===== config.mk =====
export PLATFORM = sky130hd
export DESIGN_NAME = checking
export DESIGN_NICKNAME = d
export VERILOG_FILES = /design/src/rtl/checking_pkg.sv /design/src/rtl/sync_fifo.sv /design/src/rtl/checking.sv
export SDC_FILE = /design/constraint.sdc
export NUM_CORES = 1
export LEC_CHECK = 0
export ABC_AREA = 1
export BUFFER_PORTS_ARGS = -buffer_cell sky130_fd_sc_hd__buf_2
export CAP_MARGIN = 30
export CORE_AREA = 5 5 132 197
export DETAILED_ROUTE_END_ITERATION = 8
export DIE_AREA = 0 0 137 202
export GPL_ROUTABILITY_DRIVEN = 0
export PLACE_DENSITY = 0.42
export SYNTH_ARGS = -nofsm -noshare
export SYNTH_HDL_FRONTEND = slang
export SYNTH_SLANG_ARGS = --single-unit

===== constraint.sdc =====
create_clock -name clk -period 2.8 [get_ports clk]
set_input_delay 0.28 -clock clk [delete_from_list [all_inputs] [get_ports clk]]
set_output_delay 0.28 -clock clk [all_outputs]
set_load 0.01 [all_outputs]

===== src/rtl/checking_pkg.sv =====
// Shared constants and helpers for the sequence-checking FIFO.
package checking_pkg;

    localparam int DEF_WIDTH = 8;
    localparam int DEF_DEPTH = 16;
    localparam int ERR_W     = 8;

    // Saturating increment used by the error counter.
    function automatic logic [ERR_W-1:0] sat_inc(input logic [ERR_W-1:0] v);
        return (v == '1) ? v : v + 1'b1;
    endfunction

endpackage


===== src/rtl/sync_fifo.sv =====
// Single-clock first-word fall-through FIFO: storage, pointers and occupancy.
module sync_fifo #(
    parameter int WIDTH = 8,
    parameter int DEPTH = 16
) (
    input  logic             clk,
    input  logic             rst_,
    input  logic             wr_en_i,
    input  logic [WIDTH-1:0] wr_data_i,
    input  logic             rd_en_i,
    output logic [WIDTH-1:0] rd_data_o,
    output logic             full_o,
    output logic             empty_o
);

    localparam int AW = $clog2(DEPTH);
    localparam int CW = AW + 1;
    localparam logic [CW-1:0] FULL_CNT = CW'(DEPTH);

    logic [WIDTH-1:0] mem_q [DEPTH];
    logic [AW-1:0]    wr_ptr_q, wr_ptr_d;
    logic [AW-1:0]    rd_ptr_q, rd_ptr_d;
    logic [CW-1:0]    count_q, count_d;
    logic             push, pop;

    // Flags come straight from the occupancy register, never from the inputs.
    assign full_o  = (count_q == FULL_CNT);
    assign empty_o = (count_q == '0);
    assign push    = wr_en_i & ~full_o;
    assign pop     = rd_en_i & ~empty_o;

    always_comb begin
        wr_ptr_d = wr_ptr_q;
        rd_ptr_d = rd_ptr_q;
        count_d  = count_q;
        if (push) wr_ptr_d = wr_ptr_q + 1'b1;
        if (pop)  rd_ptr_d = rd_ptr_q + 1'b1;
        if (push && !pop) begin
            count_d = count_q + 1'b1;
        end else if (pop && !push) begin
            count_d = count_q - 1'b1;
        end
    end

    always_ff @(posedge clk or negedge rst_) begin
        if (!rst_) begin
            wr_ptr_q <= '0;
            rd_ptr_q <= '0;
            count_q  <= '0;
        end else begin
            wr_ptr_q <= wr_ptr_d;
            rd_ptr_q <= rd_ptr_d;
            count_q  <= count_d;
        end
    end

    // Storage is deliberately left out of reset.
    always_ff @(posedge clk) begin
        if (push) mem_q[wr_ptr_q] <= wr_data_i;
    end

    assign rd_data_o = empty_o ? '0 : mem_q[rd_ptr_q];

endmodule


===== src/rtl/checking.sv =====
// FIFO with an inline checker that flags non-consecutive words on the write side.
module checking
    import checking_pkg::*;
#(
    parameter int WIDTH = DEF_WIDTH,
    parameter int DEPTH = DEF_DEPTH
) (
    input  logic             clk,
    input  logic [WIDTH-1:0] data_in,
    input  logic             in_rts,
    output logic             full,
    output logic [WIDTH-1:0] data_out,
    input  logic             out_rtr,
    input  logic             rst_,
    output logic             out_rts,
    output logic             seq_err,
    output logic [ERR_W-1:0] err_count
);

    logic             empty;
    logic             wr_accept;
    logic             exp_valid_q, exp_valid_d;
    logic [WIDTH-1:0] exp_q, exp_d;
    logic             seq_err_q, seq_err_d;
    logic [ERR_W-1:0] err_count_q, err_count_d;

    sync_fifo #(
        .WIDTH (WIDTH),
        .DEPTH (DEPTH)
    ) u_fifo (
        .clk       (clk),
        .rst_      (rst_),
        .wr_en_i   (in_rts),
        .wr_data_i (data_in),
        .rd_en_i   (out_rtr),
        .rd_data_o (data_out),
        .full_o    (full),
        .empty_o   (empty)
    );

    assign out_rts   = ~empty;
    assign wr_accept = in_rts & ~full;

    // The first accepted word only seeds the expectation; later ones are compared.
    always_comb begin
        exp_valid_d = exp_valid_q;
        exp_d       = exp_q;
        seq_err_d   = seq_err_q;
        err_count_d = err_count_q;
        if (wr_accept) begin
            exp_valid_d = 1'b1;
            exp_d       = data_in + 1'b1;
            if (exp_valid_q && (data_in != exp_q)) begin
                seq_err_d   = 1'b1;
                err_count_d = sat_inc(err_count_q);
            end
        end
    end

    always_ff @(posedge clk or negedge rst_) begin
        if (!rst_) begin
            exp_valid_q <= 1'b0;
            exp_q       <= '0;
            seq_err_q   <= 1'b0;
            err_count_q <= '0;
        end else begin
            exp_valid_q <= exp_valid_d;
            exp_q       <= exp_d;
            seq_err_q   <= seq_err_d;
            err_count_q <= err_count_d;
        end
    end

    assign seq_err   = seq_err_q;
    assign err_count = err_count_q;

endmodule


Word-level counts from Yosys, hierarchy flattened
Memory sizes are Yosys's and may differ from the RTL's.
Cells that the tools add are included.
{"block": "totals", "regBits": 31, "latchBits": 0, "ram_bits": 128, "rom_bits": 0, "inputBits": 12, "output_inout_bits": 19, "word_cells": 36, "mem_count": 1}
{"block": "op_classes", "add_sub_neg": 6, "multipliers": 0, "div_mod_pow": 0, "magnitude_cmp": 0, "n_eq_ne": 3, "shifts": 0, "n_mux": 5, "n_bitwise": 5, "n_reduce_logical": 9}
{"name": "u_fifo.mem_q", "depth": 16, "width": 8, "rd": 1, "rd_ports_with_merged_regs": 0, "wr": 1, "line": "sync_fifo.sv:20", "source": "logic [WIDTH-1:0] mem_q [DEPTH];"}
{"cell": "$add 8x1->8 const B", "count": 2}
{"cell": "$mux 5", "count": 2}
{"cell": "$add 4x1->4 const B", "count": 2}
{"cell": "$eq 8x8->1 const B", "count": 1}
{"cell": "$mux 8", "count": 1}
{"cell": "$ne 8x8->1", "count": 1}
{"cell": "$add 5x1->5 const B", "count": 1}
{"cell": "$eq 5x5->1 const B", "count": 1}
{"cell": "$logic_not 5->1", "count": 1}
{"cell": "$sub 5x1->5 const B", "count": 1}
{"cell": "$logic_and 1x1->1", "count": 3}
{"cell": "$not 1->1", "count": 3}
{"cell": "$reduce_and 3->1", "count": 1}
{"cell": "$and 1x1->1", "count": 2}
{"cell": "$logic_not 1->1", "count": 2}
{"cell": "$mux 1", "count": 2}
{"cell": "$reduce_and 2->1", "count": 1}
{"cell": "$reduce_bool 2->1", "count": 1}

Longest topological paths before layout
{"block": "logic_depth", "word_depth": 7, "ltp_mapped": 14, "mapped_depth_nobuf": 13}

Hierarchy
Synthesis repeated with hierarchy kept, for this count alone.
{"block": "hier_totals", "hier_cells": 687, "area_unflattened_um2": 7159.4}
{"mod": "sync_fifo", "instances": 1, "cells_per_inst": 537, "area_each_um2": 6048.3, "seq_area_each_um2": 4169.0}
{"mod": "checking", "instances": 1, "cells_per_inst": 150, "area_each_um2": 1111.1, "seq_area_each_um2": 450.4}

Least setup slack after synthesis
No wires, ideal clock.
{"block": "synth_path", "path_kind": "reg-to-reg", "startpoint": "reg u_fifo.count_q[0]", "endpoint": "reg u_fifo.count_q[4]", "setup_time_ns": 0.083, "t_arrival_ns": 2.095, "required_ns": 2.717, "path_slack_ns": 0.623, "path_stages_with_launch": 13, "path_buffers": 0, "synth_period_minus_slack_ns": 2.177, "path_cell_list": "dfrtp_1 -> nor2_1 -> nand4_1 -> nand2_1 -> ha_1 -> inv_1 -> fa_1 -> nand2_1 -> nand2_1 -> a21oi_1 -> xor2_1 -> nand2_1 -> o21ai_0"}
{"block": "synth_via", "elab_chain_cells": 6, "elab_cells_between_ends": 15, "classes_between": "add/sub (2); eq/ne (1); mux (2); bitwise (4); reduce/logical (6)"}
{"element": "from (decl)", "line": "sync_fifo.sv:23", "source": "logic [CW-1:0] count_q, count_d;"}
{"element": "from (signal assigned)", "line": "sync_fifo.sv:53", "source": "count_q <= count_d;"}
{"element": "$logic_not 5->1 *", "line": "sync_fifo.sv:28", "source": "assign empty_o = (count_q == '0);"}
{"element": "$not 1->1 *"}
{"element": "via out_rts", "line": "checking.sv:15", "source": "output logic out_rts,"}
{"element": "$and 1x1->1 *", "line": "sync_fifo.sv:30", "source": "assign pop = rd_en_i & ~empty_o;"}
{"element": "$logic_not 1->1", "line": "sync_fifo.sv:38", "source": "if (push && !pop) begin"}
{"element": "$logic_and 1x1->1", "line": "sync_fifo.sv:38"}
{"element": "$mux 5 / $reduce_bool 2->1 (equally long branches)"}
The timed path passes the listed nets; every way through them passes the cells marked *. The select of a mux whose other input is x is not followed.
A chain may end at the register's enable or synchronous reset.

Worst setup path after layout
{"block": "layout_path", "startpoint": "reg u_fifo.count_q[0]", "endpoint": "reg u_fifo.count_q[4]"}
{"block": "layout_via", "elab_chain_cells": 6, "elab_cells_between_ends": 15, "classes_between": "add/sub (2); eq/ne (1); mux (2); bitwise (4); reduce/logical (6)"}
{"element": "branches (longest 6 deep; another with $sub 5x1->5)"}
Several ways; the timed one is not identified. The select of a mux whose other input is x is not followed.

==> flow_summary.ini <==
[floorplan]
initial_utilization = 0.2947
core_area_sq_mm = 0.02409
die_h_microns = 202
dieWidth_microns = 137
ios = 31
rows = 70
dieArea_sq_mm = 0.02767

[worst_setup_path]
arrival_ns = 2.75
critPathRequiredTime_ns = 3.13
crit_path_cell_trace = nor2_2, nand4_2, nand2_8, inv_2, ha_1, inv_1, ha_1, nand2_1, nand2_1, a21oi_1, xor2_1, nand2_1, o21ai_0
crit_start = u_fifo.count_q[0]
ff2ff_path_depth = 13
crit_path_frequent_cell = nand2_1
r2r_slack_ns = 0.39
worstPathMaxFanout = 18
r2r_start = u_fifo.count_q[0]
rr_endpoint = u_fifo.count_q[4]
crit_path_start_kind = register
crit_slowest_cell = dfrtp_1
critPathKind = reg -> reg
endpoint_kind = register
critPathCapture = u_fifo.count_q[4]
critPathMaxStageDelay_ns = 0.44

[synthesis]
syn_area_sq_mm = 0.007098
ys_ff_latch = 159
avgSynthCellArea_sq_um = 10.67
synth.top_cell.area_share = 0.5415
yosysUniqueCellTypes = 34
synth_cells = 665
syn-num-nets = 689
synth_largest_area_cell = edfxtp_1
synthTopCellsByArea = edfxtp_1, nand2_1, dfrtp_1
seq_area_frac_synth = 0.6508
ys_warn_count = 0

[timing]
post-route-period-util = 0.8622
hold_viol = 0
setup_tns_ns = 0
finalCriticalPeriod_ns = 2.414
rsz0062_at_grt = no
fin_skew_ns = 0.006694
hold_slack_ns = 0.2186
clock.fmax_mhz = 414.2
slew_headroom = 0.4845
worstMarginPinSlew_ns = 0.7733
setup-violations-final = 0
slew_violations = 0

[global_route]
grt_max_degree = 67
grt_antenna_before_repair = 0
grt_first_pass_wirelength_microns = 27800
track_usage = 0.1321
grt_overflow = 0
grt_pass1_vias = 4769

[routing]
drc = 0
antenna_left = 0
vias_per_cell = 4.496
via_count = 4707
drt_wl_total_microns = 17250
firstDrtPassIters = 4
dr.first_iter.drc_count = 241
wire_per_inst_microns = 16.47

[run]
cap_violations = 0

[finish]
syn2layout_area_growth_pct = 16.52
nNetsFinal = 735
drive_gt1_frac = 0.1286
diodes = 0

[clock_tree]
clkSlewWorstSetupHoldPaths_ns = 0.06
cts.sinks = 159
clockBufferDepth = 2
postCtsSetupRepairBufs = 0
cts_tree = built
cts_root_buf = clkbuf_16
clk_latency_ns = 0.42
ctsHtreeMaxLevel = 4
cts_buffers = 17

[placement]
dp_hpwl_microns = 11410
io_buffers = 30

[worst_hold_path]
hp-class = in -> reg
holdCritStartpoint = in_rts

[power_and_ir_drop]
p_per_area_mw_per_mm2 = 1006
leakage_nw = 3.293
ir_drop_mv = 0.4266

[status]
status = finished, final reports clean
[cell type report]
class | count | area [sq um]
inverters | 36 | 135.1
clock buffers | 20 | 436.7
fillers | 2419 | 15820
clock inverters | 11 | 146.4
repair buffers | 54 | 357.8
multi-input cells | 443 | 2168
well taps | 324 | 405.4
flip-flops and latches | 159 | 4621
[cells by family after synthesis]
logic type,Yosys count,synth area share
xor+xnor,21,0.02591
simple gates,381,0.2339
compound gates,29,0.02186
flops,159,0.6508
buf+inv,63,0.04530
fa+ha+maj,12,0.02221
[cell usage after synthesis]
| cell type | instances |
|---|---|
| a21o_1 | 1 |
| nand3_2 | 1 |
| ha_1 | 11 |
| nand3_1 | 103 |
| nand4_2 | 1 |
| o22ai_1 | 1 |
| nor2_1 | 24 |
| xnor2_1 | 9 |
| nor3_2 | 1 |
| buf_6 | 6 |
| nand3b_1 | 1 |
| a21boi_1 | 1 |
| nand4_1 | 11 |
| buf_2 | 11 |
| o21bai_1 | 1 |
| nand2_1 | 232 |
| o21ai_0 | 4 |
| nor2_2 | 1 |
| fa_1 | 1 |
| nand3_4 | 2 |
| a31oi_1 | 1 |
| xor2_1 | 12 |
| nand2_2 | 1 |
| inv_2 | 8 |
| nor2_4 | 1 |
| nand2_4 | 1 |
| o21ai_1 | 11 |
| inv_1 | 28 |
| edfxtp_1 | 128 |
| a21oi_1 | 9 |
| clkbuf_1 | 3 |
| nor3_1 | 1 |
| dfrtp_1 | 31 |
| buf_4 | 7 |
[per-layer routing]
layer,vias up,global-route usage,routed length [microns]
li1,2350,-,-
met4,0,0.04387,291
met1,2288,0.1668,7601
met2,52,0.2246,8951
met5,-,0,0
met3,17,0.02639,402
[critical path, delay by kind of cell (launching register included)]
family	cells	cell delay [ns]
AOI/OAI and AO/OA	2	0.23
adders and majority gates	2	0.50
and+or+nand+nor	6	0.73
xor gates and xnor gates	1	0.16
DFF	1	0.44
buffers and inverters	2	0.27
[report_power, final]
group          internal, mW  switching (mW)  leakage (nW)
registers              2.89           0.230          1.53
logic                 0.955            1.90          1.48
clock network          1.47           0.878         0.281
total                  5.31            3.01          3.29
[worst min-delay path by stage]
stage | endpoint | cells after the start
after floorplan | err_count[0] | 0
after global placement | u_fifo.count_q[0] | 1
after detailed placement | u_fifo.count_q[3] | 1
after CTS | exp_valid_q | 3
after global routing | exp_valid_q | 3
final | exp_valid_q | 3
[placed cells by master, fill, tap and decap left out, types with 2 or more instances in the layout]
cell	count
inv_2	8
a21oi_1	9
xnor2_1	9
buf_4	21
edfxtp_1	128
ha_1	11
buf_2	30
dfrtp_1	30
nand3_1	103
clkbuf_1	3
o21ai_0	4
nand4_1	11
clkinv_1	7
xor2_1	12
buf_12	2
nor2_2	2
nand3_4	2
nor2_1	23
clkbuf_16	17
bufinv_16	4
inv_1	28
nand2_1	232
o21ai_1	11
[repair_timing]
| item | in CTS | in global routing |
|---|---|---|
| gates resized for setup | 0 | 2 |
| endpoints found under the hold margin | 31 | 0 |
| endpoints found under the setup margin | 0 | 1 |
| hold buffers | 1 | 0 |
[flip-flops by register name, indices dropped and copies added (netlist names)]
name / flops
u_fifo.mem_q: 128
err_count: 8
exp_q: 8
u_fifo.count_q: 5
u_fifo.rd_ptr_q: 4
u_fifo.wr_ptr_q: 4
exp_valid_q: 1
seq_err: 1
[per-stage QoR]
step / util / instance area (sq um) / setup slack, ns / instances / power [mW]
final: 0.3434 / 8270 / 0.3860 / 1047 / 8.317
after CTS: 0.3429 / 8259 / 0.2839 / 1047 / 8.452
after detailed placement: 0.3183 / 7666 / 0.3057 / 1015 / 6.087
after floorplan: - / 7098 / 0.6226 / 665 / 5.137
after global routing: 0.3434 / 8270 / 0.06050 / 1047 / 8.918
after global placement: 0.3183 / 7666 / 0.4107 / 1015 / 6.038
Power figures use the tool's default switching activity.
